[src/rtl/regfile_write_arbiter.sv]
// Round-robin arbiter sharing the register-file write port among NREQ writeback
// requesters; the winner is registered and presented to the register file a cycle later.
module regfile_write_arbiter #(
  parameter int NREQ   = 3,
  parameter int DATA_W = 32,
  parameter int ADDR_W = 5,
  parameter int CNT_W  = 16
) (
  input  logic                     clk,
  input  logic                     rst,
  input  logic [NREQ-1:0]          req_valid,
  input  logic [NREQ*ADDR_W-1:0]   req_addr,
  input  logic [NREQ*DATA_W-1:0]   req_data,
  output logic [NREQ-1:0]          req_ready,
  input  logic                     freeze,
  output logic                     regWrite,
  output logic [ADDR_W-1:0]        writeRegister,
  output logic [DATA_W-1:0]        writeData,
  output logic [CNT_W-1:0]         conflict_cnt
);

  localparam int PTR_W = $clog2(NREQ);

  function automatic logic [CNT_W-1:0] sat_inc(input logic [CNT_W-1:0] v);
    return (v == {CNT_W{1'b1}}) ? v : v + 1'b1;
  endfunction

  logic [PTR_W-1:0]  rr_ptr_q, rr_ptr_d;
  logic [CNT_W-1:0]  cnt_q, cnt_d;
  logic [NREQ-1:0]   gnt_p0;
  logic              vld_p0;
  logic [PTR_W-1:0]  gnt_idx_p0;
  logic [ADDR_W-1:0] addr_p0;
  logic [DATA_W-1:0] data_p0;
  logic              conflict_p0;
  logic              vld_p1;
  logic [ADDR_W-1:0] addr_p1;
  logic [DATA_W-1:0] data_p1;

  // Stage p0: combinational arbitration, search starts at rr_ptr_q and wraps
  always_comb begin
    gnt_p0     = '0;
    vld_p0     = 1'b0;
    gnt_idx_p0 = '0;
    for (int k = 0; k < NREQ; k++) begin
      int idx;
      idx = int'(rr_ptr_q) + k;
      if (idx >= NREQ) idx = idx - NREQ;
      if (!vld_p0 && !freeze && req_valid[idx]) begin
        vld_p0      = 1'b1;
        gnt_p0[idx] = 1'b1;
        gnt_idx_p0  = PTR_W'(idx);
      end
    end
  end

  assign addr_p0     = req_addr[gnt_idx_p0*ADDR_W +: ADDR_W];
  assign data_p0     = req_data[gnt_idx_p0*DATA_W +: DATA_W];
  assign conflict_p0 = ($countones(req_valid) >= 2);
  assign req_ready   = rst ? '0 : gnt_p0;

  always_comb begin
    rr_ptr_d = rr_ptr_q;
    if (vld_p0) begin
      rr_ptr_d = (gnt_idx_p0 == PTR_W'(NREQ - 1)) ? '0 : gnt_idx_p0 + 1'b1;
    end
    cnt_d = conflict_p0 ? sat_inc(cnt_q) : cnt_q;
  end

  always_ff @(posedge clk or posedge rst) begin
    if (rst) begin
      rr_ptr_q <= '0;
      cnt_q    <= '0;
    end else begin
      rr_ptr_q <= rr_ptr_d;
      cnt_q    <= cnt_d;
    end
  end

  // Stage p1: registered write; address/data hold when nothing is granted
  always_ff @(posedge clk or posedge rst) begin
    if (rst) begin
      vld_p1  <= 1'b0;
      addr_p1 <= '0;
      data_p1 <= '0;
    end else begin
      vld_p1 <= vld_p0 && (addr_p0 != '0);
      if (vld_p0) begin
        addr_p1 <= addr_p0;
        data_p1 <= data_p0;
      end
    end
  end

  assign regWrite      = vld_p1;
  assign writeRegister = addr_p1;
  assign writeData     = data_p1;
  assign conflict_cnt  = cnt_q;

endmodule

[config.mk]
export PLATFORM = sky130hd
export DESIGN_NAME = regfile_write_arbiter
export DESIGN_NICKNAME = d
export VERILOG_FILES = /design/src/rtl/regfile_write_arbiter.sv
export SDC_FILE = /design/constraint.sdc
export NUM_CORES = 1
export LEC_CHECK = 0
export CORE_UTILIZATION = 32
export CTS_CLUSTER_DIAMETER = 150
export DETAILED_ROUTE_END_ITERATION = 8
export PLACE_DENSITY_LB_ADDON = 0.3
export SYNTH_ARGS = -nofsm -noshare
export SYNTH_HDL_FRONTEND = slang
export SYNTH_SLANG_ARGS = --single-unit
[constraint.sdc]
create_clock -name clk -period 2.15 [get_ports clk]
set_clock_uncertainty 0.1 [all_clocks]
set_input_delay 0.215 -clock clk [delete_from_list [all_inputs] [get_ports clk]]
set_output_delay 0.215 -clock clk [all_outputs]
set_load 0.1 [all_outputs]
======== After elaboration in Yosys (flattened, before gate mapping) ========
Index checks and enable logic that the tools add are counted.
word-level totals
  logic and storage cells ................. 75
  flip-flop bits (word level) ............. 56
cells by class
  $mul .................................... 1
  mux-type cells .......................... 29
  shift operators ......................... 2
  bitwise operators ....................... 3
  add/subtract/negate cells ............... 9
  magnitude comparators ................... 10
  reductions and logical operators ........ 14
  equal/unequal tests ..................... 2
operators with widths
  cell                     count
  $ge A32 B1 Y1 const B    3
  $lt A32 B4 Y1 const B    3
  $mux W32                 3
  $shiftx A96 B8 Y32       1
  $add A16 B1 Y16 const B  1
  $eq A16 B16 Y1 const B   1
  $shiftx A15 B6 Y5        1
  $mux W1                  12
  $mux W3                  4
  $ge A3 B2 Y1 const B     3
  $logic_and A1 B1 Y1      9
  $mux W2                  4
  $sub A3 B2 Y4 const B    2
  $bmux W1 S2              3
  $demux W1 S2             3
  $or A3 B3 Y3             2
  $mul A2 B3 Y5 const B    1
  $reduce_bool A5 Y1       1
  $add A2 B1 Y3            1
  $add A2 B1 Y3 const B    1
  $add A2 B2 Y3 const B    1
  $logic_not A1 Y1         3
  $sub A2 B2 Y3 const B    1
  $add A1 B1 Y2            1
  5 further kinds          5

======== Longest topological paths before layout ========
  depth in word-level cells ............... 19
  gate-level depth with buffers ........... 10
  gate-level depth less buffers ........... 7

======== Worst setup path after synthesis ========
No wires, ideal clock.
  path type ............................... reg2out
  start point ............................. reg rr_ptr_q[0]
  end point ............................... out req_ready[2]
  data arrival time ....................... 3.390 ns
  stages on the path, launching flop included .. 8
  buffers on the path ..................... 1
  required time ........................... 1.835 ns
  slack ................................... -1.555 ns
  cells stage by stage .................... dfrtp_1 > inv_1 > ha_1 > buf_4 > mux2i_1 > o22ai_2 > a32oi_1 > nor3_1
between the ends
  cells in the longest elaborated chain, start to end .. 16
  elaborated cells between the ends (all ways) .. 50
  classes of those cells .................. add/sub (5); order compare (9); mux (24); bitwise (2); reduce/logical (10)
RTL lines
  what                                                    line  source
  from (decl)                                             28    logic [PTR_W-1:0] rr_ptr_q, rr_ptr_d;
  from (signal assigned)                                  75    rr_ptr_q <= rr_ptr_d;
  branches (longest 14 deep; another with $ge A32 B1 Y1)  n/a
  $mux W3 (*)                                             49    if (!vld_p0 && !freeze && req_valid[idx]) begin
  $mux W3 (*)                                             60    assign req_ready = rst ? '0 : gnt_p0;
  to (decl)                                               14    output logic [NREQ-1:0] req_ready,
Mark *: on every way between the ends. The select of a mux whose other input is x is not followed.

======== Worst setup path after layout ========
  start point ............................. reg rr_ptr_q[0]
  end point ............................... out req_ready[1]
Same word-level chain as after synthesis.

==> run summary <==
Min-delay worst type - flip-flop to flip-flop
Sw Ratio - 55.1%
RePlAce Congestion - 0.851
DRT Wirelength - 17000 µm
Final core utilization - 71.8%
CTS Root Cell - clkbuf_16
Initial antenna violation count - 0
Sequential area share after synthesis - 37.8%
Mapped cell area - 0.00370 mm²
Die Ht - 110 µm
Crit-path max FO - 3
Clock Power Share - 6.7%
Leak - 0.00310 µW
Synth warn - 0
Part of the power in registers - 14.3%
Min setup slack post-route - -0.433 ns
Min-delay src - conflict_cnt[10]
Critical path's slowest cell - dfrtp_1
Post-synth EDFFs - 0
Cell variety after synth - 53
CTS Buf Count - 5
Remaining global-route overflow - 0
Cells after Synth - 394
Routed via count - 4449
Crit path max-delay family - simple AND/OR/NAND/NOR gates
# DRC - 0
Reg2Reg Setup Slack - -0.40 ns
All-Layer GR Usage - 25.9%
Clock period minus final worst setup slack - 2.58 ns
Post-route ant nets - 0
Fillers - 736
Psw - 7180 µW
CTS tree - yes
CP Launch Type - flip-flop
Count of state elements after synthesis - 56
VDD IR max - 1580 µV
Clk Latency, worst-skew pair - 0.30 ns
Run status - finished, violations left
CP peak stage delay - 0.42 ns
Final #Nets - 756
Max-slew headroom - 63.1%
CTS Sinks - 56
WL/cell - 22.0 µm
DR iter-0 viols - 254
Core area - 0.0111 mm²
Syn_nets - 517
Critical path cell sequence - inv_2 -> ha_4 -> mux2i_4 -> o22ai_4 -> nor4b_4 -> a22oi_2 -> nor2_4 -> buf_12
Largest net degree at the start of global routing - 40
Gate power share - 79.0%
Row count - 38
Synthesized area per cell - 9.40 µm²
Final Hold Fails - 0
Hold-fix buffers at CTS - 0
# diodes - 0
Hold path endpoint - conflict_cnt[10]
CP Buf/Inv Count - 2
PD cells - 1640 mW/mm²
Hold Path Depth - 1
CP required - 1.84 ns
Ys async rst share - 100%
Post-DP HPWL - 10400 µm
Initial Utilization - 33.4%
TritonRoute pass-1 iters - 7
R2R Path Start - rr_ptr_q[0]
Yosys top cell by area - dfrtp_1
PortBufs - 173
Met2 Track Usage GR - 46.7%
DIE AREA - 0.0120 mm²
H-tree levels - 2
Most common cell after layout, fill and taps aside - clkdlybuf4s50_1
Vias in the first global route - 4443
Pre-CTS setup slack - -0.258 ns
Arrival @ worst endpoint - 2.27 ns
Gr busiest metal - met2
Final Slew Violations - 0
Max-Cap Viols - 0
First-pass GRT wire length - 23700 µm
Die width - 110 µm
Slew @ Worst Pin - 0.554 ns
Grt met3 use - 4.03%
Share of cells above drive strength 1 - 48.1%
GRT met1 Usage - 31.3%
FF-to-FF path depth - 11
Final period util - 120%
Setup TNS Final - -13.02 ns
RSZ-0062 raised after global routing - yes
Clock-pin slew on the worst setup and hold paths - 0.08 ns
Reg2Reg Capture Point - writeData[3]
Synth top area share - 37.8%
Commonest cells after routing, fill and taps aside - 116 x clkdlybuf4s50_1, 98 x buf_4, 43 x nand2_1
Via-to-Cell Ratio - 5.75
Top Ports - 174
Setup crit end kind - output port
Failing checks - negative setup slack
Synth area leaders - dfrtp_1 38%, o31ai_1 7.5%, a2111oi_0 6.4%, a21oi_1 5.4%, a21boi_0 5.1%
Bufs on Longest Clock Path - 2
Count of final setup violators - 43
Synth Flop Type - dfrtp_1
Layout area overhead - 115%
Crit Path Class - flip-flop to output port
Fmax achieved - 387 MHz
Internal power - 5850 µW
==> layer usage <==
layer | part of all wire, % | wire length (µm) | vias up
met5 | 0 | 0 | -
met4 | 2.9 | 487 | 0
met3 | 6.2 | 1060 | 34
met2 | 52 | 8780 | 220
met1 | 39 | 6680 | 2196
li1 | - | - | 1999
==> power groups by stage <==
stage	Sequential [µW]	Clock (µW)	Combinational (µW)
CTS	1830	889	9440
floorplan	4770	0	3150
detailed placement	1830	0	8350
global placement	1830	0	8230
finish	1860	876	10300
global route	1910	934	10700
==> cell families (layout without fill, tap and decap cells) <==
kind of cell | Yosys count | in the layout | synth area share, %
buf+inv | 46 | 286 | 6.76
fa+ha+maj | 6 | 6 | 2.03
xor+xnor | 15 | 15 | 3.55
compound gates | 171 | 171 | 35.5
flops | 56 | 56 | 37.8
simple gates | 95 | 95 | 12.8
mux | 5 | 5 | 1.52
==> Yosys cell counts (4+ instances only) <==
master and n:
dfrtp_1 56, nand2_1 48, a21oi_1 40, o31ai_1 37
a2111oi_0 27, a21boi_0 25, clkbuf_1 15, xnor2_1 14
a21boi_1 11, buf_2 11, buf_4 11, a2111oi_2 10
and3_1 8, nand3_1 7, nand4_1 7, ha_1 6
inv_1 6, o21ai_0 5, nor2_1 4
==> metrics by stage <==
stage | power, µW | hold slack, ns | cells | instance area [µm²]
finish | 13000 | 0.378 | 774 | 7960
global route | 13500 | 0.393 | 774 | 7960
CTS | 12200 | 0.382 | 761 | 7510
detailed placement | 10200 | 0.368 | 720 | 6590
global placement | 10100 | 0.358 | 720 | 6590
floorplan | 7930 | 0.324 | 394 | 4520
==> final cells by class <==
| cell class | count | area, µm² | area share (%) |
|---|---|---|---|
| Inverter | 6 | 22.5 | 0.283 |
| Sequential cell | 56 | 1420 | 17.8 |
| Clock buffer | 5 | 125 | 1.57 |
| Timing Repair Buffer | 272 | 3000 | 37.7 |
| Multi-Input combinational cell | 292 | 3190 | 40.1 |
| Tap cell | 140 | 175 | 2.20 |
| Clock inverter | 3 | 27.5 | 0.346 |
==> state kept, by name (all words and copies together), names as in the netlist <==
signal,count
conflict_cnt,16
writeRegister,5
rr_ptr_q,2
regWrite,1
writeData,32
==> worst max path at each step <==
stage / from / to / slack [ns] / cells after the start
6_report: rr_ptr_q[0] / req_ready[1] / -0.43 / 8
5_1_grt: rr_ptr_q[0] / req_ready[0] / -0.52 / 8
4_1_cts: rr_ptr_q[1] / req_ready[0] / -0.36 / 7
3_5_place_dp: req_valid[1] / writeRegister[2] / -0.26 / 8
3_3_place_gp: rr_ptr_q[0] / writeData[18] / -0.21 / 9
2_1_floorplan: rr_ptr_q[0] / req_ready[0] / -0.33 / 8
==> what timing repair did <==
item                                    in CTS  in global routing
pin swaps                                   27                 34
endpoints found under the setup margin      43                 43
gates cloned                                10                  6
resized for setup                           74                 55
hold endpoints to repair                     0                  0
setup buffers                               23                 11
Power figures use the tool's default switching activity.
